<file path="config.mk">
export PLATFORM = sky130hd
export DESIGN_NAME = filter_out_serializer
export DESIGN_NICKNAME = d
export VERILOG_FILES = /design/src/rtl/filter_out_serializer.sv
export SDC_FILE = /design/constraint.sdc
export NUM_CORES = 1
export LEC_CHECK = 0
export ABC_AREA = 1
export CORE_ASPECT_RATIO = 1.1
export CORE_MARGIN = 8
export CORE_UTILIZATION = 55
export CTS_BUF_LIST = sky130_fd_sc_hd__clkbuf_8
export CTS_CLUSTER_DIAMETER = 100
export DETAILED_ROUTE_END_ITERATION = 10
export PLACE_DENSITY = 0.75
export REMOVE_ABC_BUFFERS = 1
export SETUP_SLACK_MARGIN = 0.05
export SKIP_CTS_REPAIR_TIMING = 1
export SLEW_MARGIN = 20
export SYNTH_ARGS = -nofsm -noshare
export SYNTH_HDL_FRONTEND = slang
export SYNTH_SLANG_ARGS = --single-unit
</file>
<file path="constraint.sdc">
create_clock -name clock -period 4 [get_ports clock]
set_input_delay 0.6 -clock clock [delete_from_list [all_inputs] [get_ports clock]]
set_output_delay 0.6 -clock clock [all_outputs]
set_load 0.02 [all_outputs]
</file>
<file path="src/rtl/filter_out_serializer.sv">
// Output serializer behind the 7-tap FIR: buffers 16-bit results in a small FIFO
// and streams each one as two bytes (MSB first) on a valid/ready byte link.
module filter_out_serializer #(
    parameter int DEPTH = 4
) (
    input  logic                     clock,
    input  logic                     rst,
    input  logic                     y_valid,
    input  logic [15:0]              y,
    output logic                     out_valid,
    input  logic                     out_ready,
    output logic [7:0]               out_data,
    output logic                     out_last,
    output logic                     overflow,
    input  logic                     clear_ovf,
    output logic [$clog2(DEPTH):0]   level
);

    localparam int AW = $clog2(DEPTH);
    localparam logic [AW:0] FULL_CNT = (AW+1)'(DEPTH);

    // state | meaning
    // IDLE  | output register empty, waiting for a word in the FIFO
    // HI    | presenting word[15:8]
    // LO    | presenting word[7:0], out_last high
    localparam logic [1:0] IDLE = 2'd0;
    localparam logic [1:0] HI   = 2'd1;
    localparam logic [1:0] LO   = 2'd2;

    logic [1:0]    state;
    logic [15:0]   mem [DEPTH];
    logic [AW-1:0] wr_ptr;
    logic [AW-1:0] rd_ptr;
    logic [AW:0]   count;
    logic [15:0]   word;
    logic          xfer;
    logic          pop;
    logic          push;
    logic          drop;

    assign xfer = (state != IDLE) && out_ready;
    assign pop  = (count != '0) && ((state == IDLE) || ((state == LO) && xfer));
    // a pop in the same cycle frees a slot, so a full FIFO can still accept
    assign push = y_valid && ((count < FULL_CNT) || pop);
    assign drop = y_valid && !push;

    assign out_valid = (state != IDLE);
    assign out_last  = (state == LO);
    assign level     = count;

    always_comb begin
        out_data = 8'h00;
        if (state == HI)
            out_data = word[15:8];
        else if (state == LO)
            out_data = word[7:0];
    end

    always_ff @(posedge clock) begin
        if (push)
            mem[wr_ptr] <= y;
    end

    always_ff @(posedge clock or posedge rst) begin
        if (rst) begin
            wr_ptr   <= '0;
            rd_ptr   <= '0;
            count    <= '0;
            word     <= 16'h0000;
            state    <= IDLE;
            overflow <= 1'b0;
        end else begin
            if (push)
                wr_ptr <= wr_ptr + 1'b1;
            if (pop)
                rd_ptr <= rd_ptr + 1'b1;

            if (push && !pop)
                count <= count + 1'b1;
            else if (pop && !push)
                count <= count - 1'b1;

            if (drop)
                overflow <= 1'b1;
            else if (clear_ovf)
                overflow <= 1'b0;

            if (pop) begin
                word  <= mem[rd_ptr];
                state <= HI;
            end else begin
                case (state)
                    HI:      if (xfer) state <= LO;
                    LO:      if (xfer) state <= IDLE;
                    default: state <= IDLE;
                endcase
            end
        end
    end

endmodule

</file>
; ---- Word-level counts from Yosys, hierarchy flattened
; Memory sizes are Yosys's and may differ from the RTL's. A register that Yosys moved wholly into a read port is not among the register bits.
; Cells that the tools add are included.
; Widths: inputs -> output; s select.
[totals]
regBits = 10
out_inout_bits = 14
memories = 1
inputBits = 21
word_cells = 44
ramBits = 64
[memory_table]
columns = memory, words, width, read_ports, rd_ports_with_merged_regs, write_ports, line_no
row1 = mem, 4, 16, 1, 1, 1, 31  ; logic [15:0] mem [DEPTH];
[op_classes]
n_eq_ne = 4
add_sub_neg = 4
reduce_logical = 17
magnitude_cmp = 1
muxes = 12
[ops]
columns = operator, count
row1 = $mux 8, 2
row2 = $logic_and 1x1->1, 7
row3 = $mux 2, 3
row4 = $mux 3, 2
row5 = $reduce_bool 2->1, 3
row6 = $add 2x1->2 const B, 2
row7 = $mux 1, 4
row8 = $pmux 2 s2, 1
row9 = $add 3x1->3 const B, 1
row10 = $lt 3x3->1 const B, 1
row11 = $ne 3x1->1 const B, 1
row12 = $ne 3x3->1 const B, 1
row13 = $reduce_bool 3->1, 1
row14 = $sub 3x1->3 const B, 1
row15 = $eq 2x1->1 const B, 1
row16 = $eq 2x2->1 const B, 1
row17 = $logic_not 1->1, 2
row18 = $logic_not 2->1, 1
row19 = $logic_or 1x1->1, 2
row20 = $reduce_and 2->1, 1

; ---- Longest topological paths before layout
[logic_depth]
depth_word = 11
mapped_depth = 13
depth_no_buf = 13

; ---- Least setup slack after synthesis
; Ideal clock, no wire load.
[synth_timing]
kind = input port to flip-flop
startpoint = input port out_ready
endpoint = memory mem[0][0], enable pin
setup_ns = 0.389
arrival_time_ns = 1.701
required_ns = 3.611
slack_ns = 1.910
path_buffers = 0
stages = 6
cell_sequence = inv_1 > nand2_4 > nand2_4 > nand2_1 > nand2_2 > nor2_1
[synth_via]
elab_chain_cells = 8
[synth_rtl]
columns = element, line_no
row1 = "start, declared", 11  ; input logic out_ready,
row2 = $logic_and 1x1->1, 41  ; assign xfer = (state != IDLE) && out_ready;
row3 = $logic_and 1x1->1, 42  ; assign pop = (count != '0) && ((state == IDLE) || ((state == LO) && xfer));
row4 = $logic_or 1x1->1, 42
row5 = $logic_and 1x1->1, 42
row6 = $logic_or 1x1->1, 44  ; assign push = y_valid && ((count < FULL_CNT) || pop);
row7 = $logic_and 1x1->1, 44
row8 = $mux 1, 60  ; if (push)
row9 = $mux 1 (not written as such), 61  ; mem[wr_ptr] <= y;
row10 = "end, declared", 31
; Every way passes these cells.

; ---- Worst setup path after layout
[layout_timing]
startpoint = register state[0]
endpoint = output port out_data[6]
[layout_via]
elab_chain_cells = 3
word_cells_on_any_way = 4
cone_classes = 2 x eq/ne / 2 x mux
[layout_rtl]
columns = element, line_no
row1 = "start, declared", 30  ; logic [1:0] state;
row2 = "start signal, assigned", 70  ; state <= IDLE;
row3 = "start signal, assigned", 90  ; state <= HI;
row4 = "start signal, assigned", 93  ; HI: if (xfer) state <= LO;
row5 = $eq 2x2->1, 55  ; else if (state == LO)
row6 = $mux 8, 55
row7 = $mux 8 *, 53  ; if (state == HI)
row8 = "end, declared", 12  ; output logic [7:0] out_data,
; Mark *: on every way between the ends. The rest lies on a longest branch, timed or not.

==> reports/qor.yml <==
cells_and_area:
  drive_gt1_share_pct: 6.07
  nets: 483
  fillers: 567
  final_area_um2: 4590
  regArea_um2: 2570
  areaGrowthSynthToFinish_pct: 13.3
  num_antenna_cells: 0
  multi_input_area_um2: 1040
  final_cells: 548
  final_common_cell: "nand2_1"
  layout_common_cells: "nand2_1 (164), inv_1 (79), edfxtp_1 (64)"
sta:
  whs_ns: 0.483
  period_share_pct: 68.5
  rsz0062_at_grt: "no"
  max_freq_mhz: 365
  worst_slew_pin_slew_ns: 0.914
  tns_ns: 0
  setup_viol_count_final: 0
  maxSlewHeadroom_pct: 38.7
  period_minus_slack_ns: 2.74
  hold_viol_final: 0
  timing.final.max_slew_violations: 0
  setup_ws_ns: 1.26
  fin_skew_ns: 0.0111
detailed_routing:
  drt_iter0_drc: 170
  drtPass1Iterations: 6
  routed_via_density: 5.01
  antenna_left: 0
  wl_per_cell_um: 14.0
  drc_errors: 0
  wl_mm: 7.66
  vias: 2745
clock_network:
  cts_buffers: 9
  cts.sinks: 90
  cts.clk_slew.worst_paths_ns: 0.08
  htree_levels: 3
  tritoncts: "yes"
  worstSkewPairLatency_ns: 0.36
  cts-root-buf: "clkbuf_8"
  clockBufferDepth: 2
global_route:
  grt_busiest_layer: "met2"
  gr-total-overflow: 0
  met1_usage_pct: 17.8
  grt_usage_pct: 15.6
  antenna_found_initial: 0
  grt_use_met2_pct: 26.2
  first_global_vias: 2728
  grt_pass1_wl_mm: 12.7
  grt_max_degree: 35
  met3_usage_pct: 3.14
setup_path:
  crit_top_cell: "nand2_1"
  critPathTopFamily: "buffers and inverters"
  timing_worst_setup_path_type: "flop to output port"
  r2r-start: "state[0]"
  worstPathCellList: "inv_8 -> nand2_1 -> clkinv_1 -> nand2_1 -> nand2_1 -> clkdlybuf4s50_1"
  cp.depth: 6
  critPathCaptureType: "output port"
  path_max_fanout: 10
  reg2regPathDepth: 11
  start_kind: "flop"
  r2r_setup_slack_ns: 1.91
  crit_arrival_ns: 2.14
  cpPeakStageDelay_ns: 0.63
  worstPathRequired_ns: 3.40
  critPathBufInv: 3
  critPathSlowestCell: "dfrtp_1"
  r2r-end: "level[2]"
yosys:
  ys_seq_area_share_pct: 63.4
  synthesis.area_um2: 4060
  synth_seq_cells: 90
  synth_cell_types: 22
  syn_inst: 419
  ys_warn_count: 0
  synth_area_per_cell_um2: 9.68
pwr:
  combPwrFrac_pct: 41.3
  switching_share_pct: 40.3
  p_seq_share_pct: 43.0
  p_per_area_nw_per_um2: 725
  ir_drop_uv: 259
  p_sw_mw: 1.34
  internal_power_mw: 1.99
  p_clk_share_pct: 15.7
  p_leak_nw: 2.21
hold_path:
  hp-class: "flop to flop"
  worstHoldEndpoint: "word[0]"
  min_from: "word[0]"
  holdPathStages: 2
floorplanning:
  pin_count: 35
  chipHeight_um: 106
  die_w_um: 97.9
  die_area_um2: 10400
  num_rows: 33
  core_um2: 7310
  start_util_pct: 55.5
flow_run:
  cap_violations: 0
placed_design:
  dpl-instance-area_um2: 4430
  port_buffers: 34
  gp_congestion: 0.823
  dp_hpwl_mm: 4.99
  place_ws_ns: 1.35
  dp.cells: 532
outcome:
  status: "finished clean"
## power groups by stage
stage                     registers [mW]  clock network [mW]  logic [mW]
final                               1.43               0.522        1.38
after global routing                1.46               0.570        1.55
after CTS                           1.43               0.532        1.39
after detailed placement            1.45                   0        1.38
after global placement              1.44                   0        1.35
after floorplan                     1.47                   0       0.863
## final cells by class
type / instances / area share [%]
clock inverter: 7 / 0.844
inverter: 84 / 7.03
multi-input combinational: 231 / 22.7
timing repair buffer: 40 / 8.39
sequential: 90 / 56.0
tap: 87 / 2.37
clock buffer: 9 / 2.70
## cells by family (layout without fill, tap and decap cells)
kind of cell	count (synthesis)	after routing	synth area share, %
and+or+nand+nor	219	219	22.6
adders and majority gates	6	6	2.04
DFF	90	90	63.4
buffers and inverters	98	140	10.9
xor gates and xnor gates	3	3	0.648
AOI/OAI and AO/OA	3	3	0.370
## tightest hold or removal path, stage by stage (launching register included)
cell	delay [ns]
dfrtp_1	0.35
nand2_1	0.05
nand2_1	0.05
## how the worst max path moves through the flow
stage                     slack, ns     endpoint       from
after global routing           1.16  out_data[6]   state[0]
after floorplan                1.80     level[2]  out_ready
after global placement         1.42     level[2]  out_ready
after CTS                      1.28  out_data[6]   state[0]
final                          1.26  out_data[6]   state[0]
after detailed placement       1.35     level[2]  out_ready
## sequential cells by signal (all words and copies together) (netlist names)
register,count
level,3
mem,64
state,2
rd_ptr,2
overflow,1
word,16
wr_ptr,2
## metrics by stage
step	power, mW	util (%)
after floorplan	2.33	-
after global placement	2.79	60.6
after detailed placement	2.83	60.6
after CTS	3.35	62.9
after global routing	3.58	62.9
final	3.33	62.9
## cell usage after synthesis, drive strengths merged
master,number,share of area [%]
edfxtp,64,47
ha,5,1.5
inv,82,7.8
xor2,2,0.43
nand3,46,5.8
o21ai,3,0.37
fa,1,0.49
xnor2,1,0.22
buf,14,2.9
dfrtp,26,16
nand2,167,16
clkinv,2,0.19
nor2,6,0.96
## metal layers
| metal | vias to the layer above | wire length [um] |
|---|---|---|
| met2 | 60 | 3720 |
| met4 | 0 | 258 |
| li1 | 1359 | - |
| met5 | - | 0 |
| met3 | 20 | 276 |
| met1 | 1306 | 3410 |
Note: power is estimated with default switching activity, not from simulation.
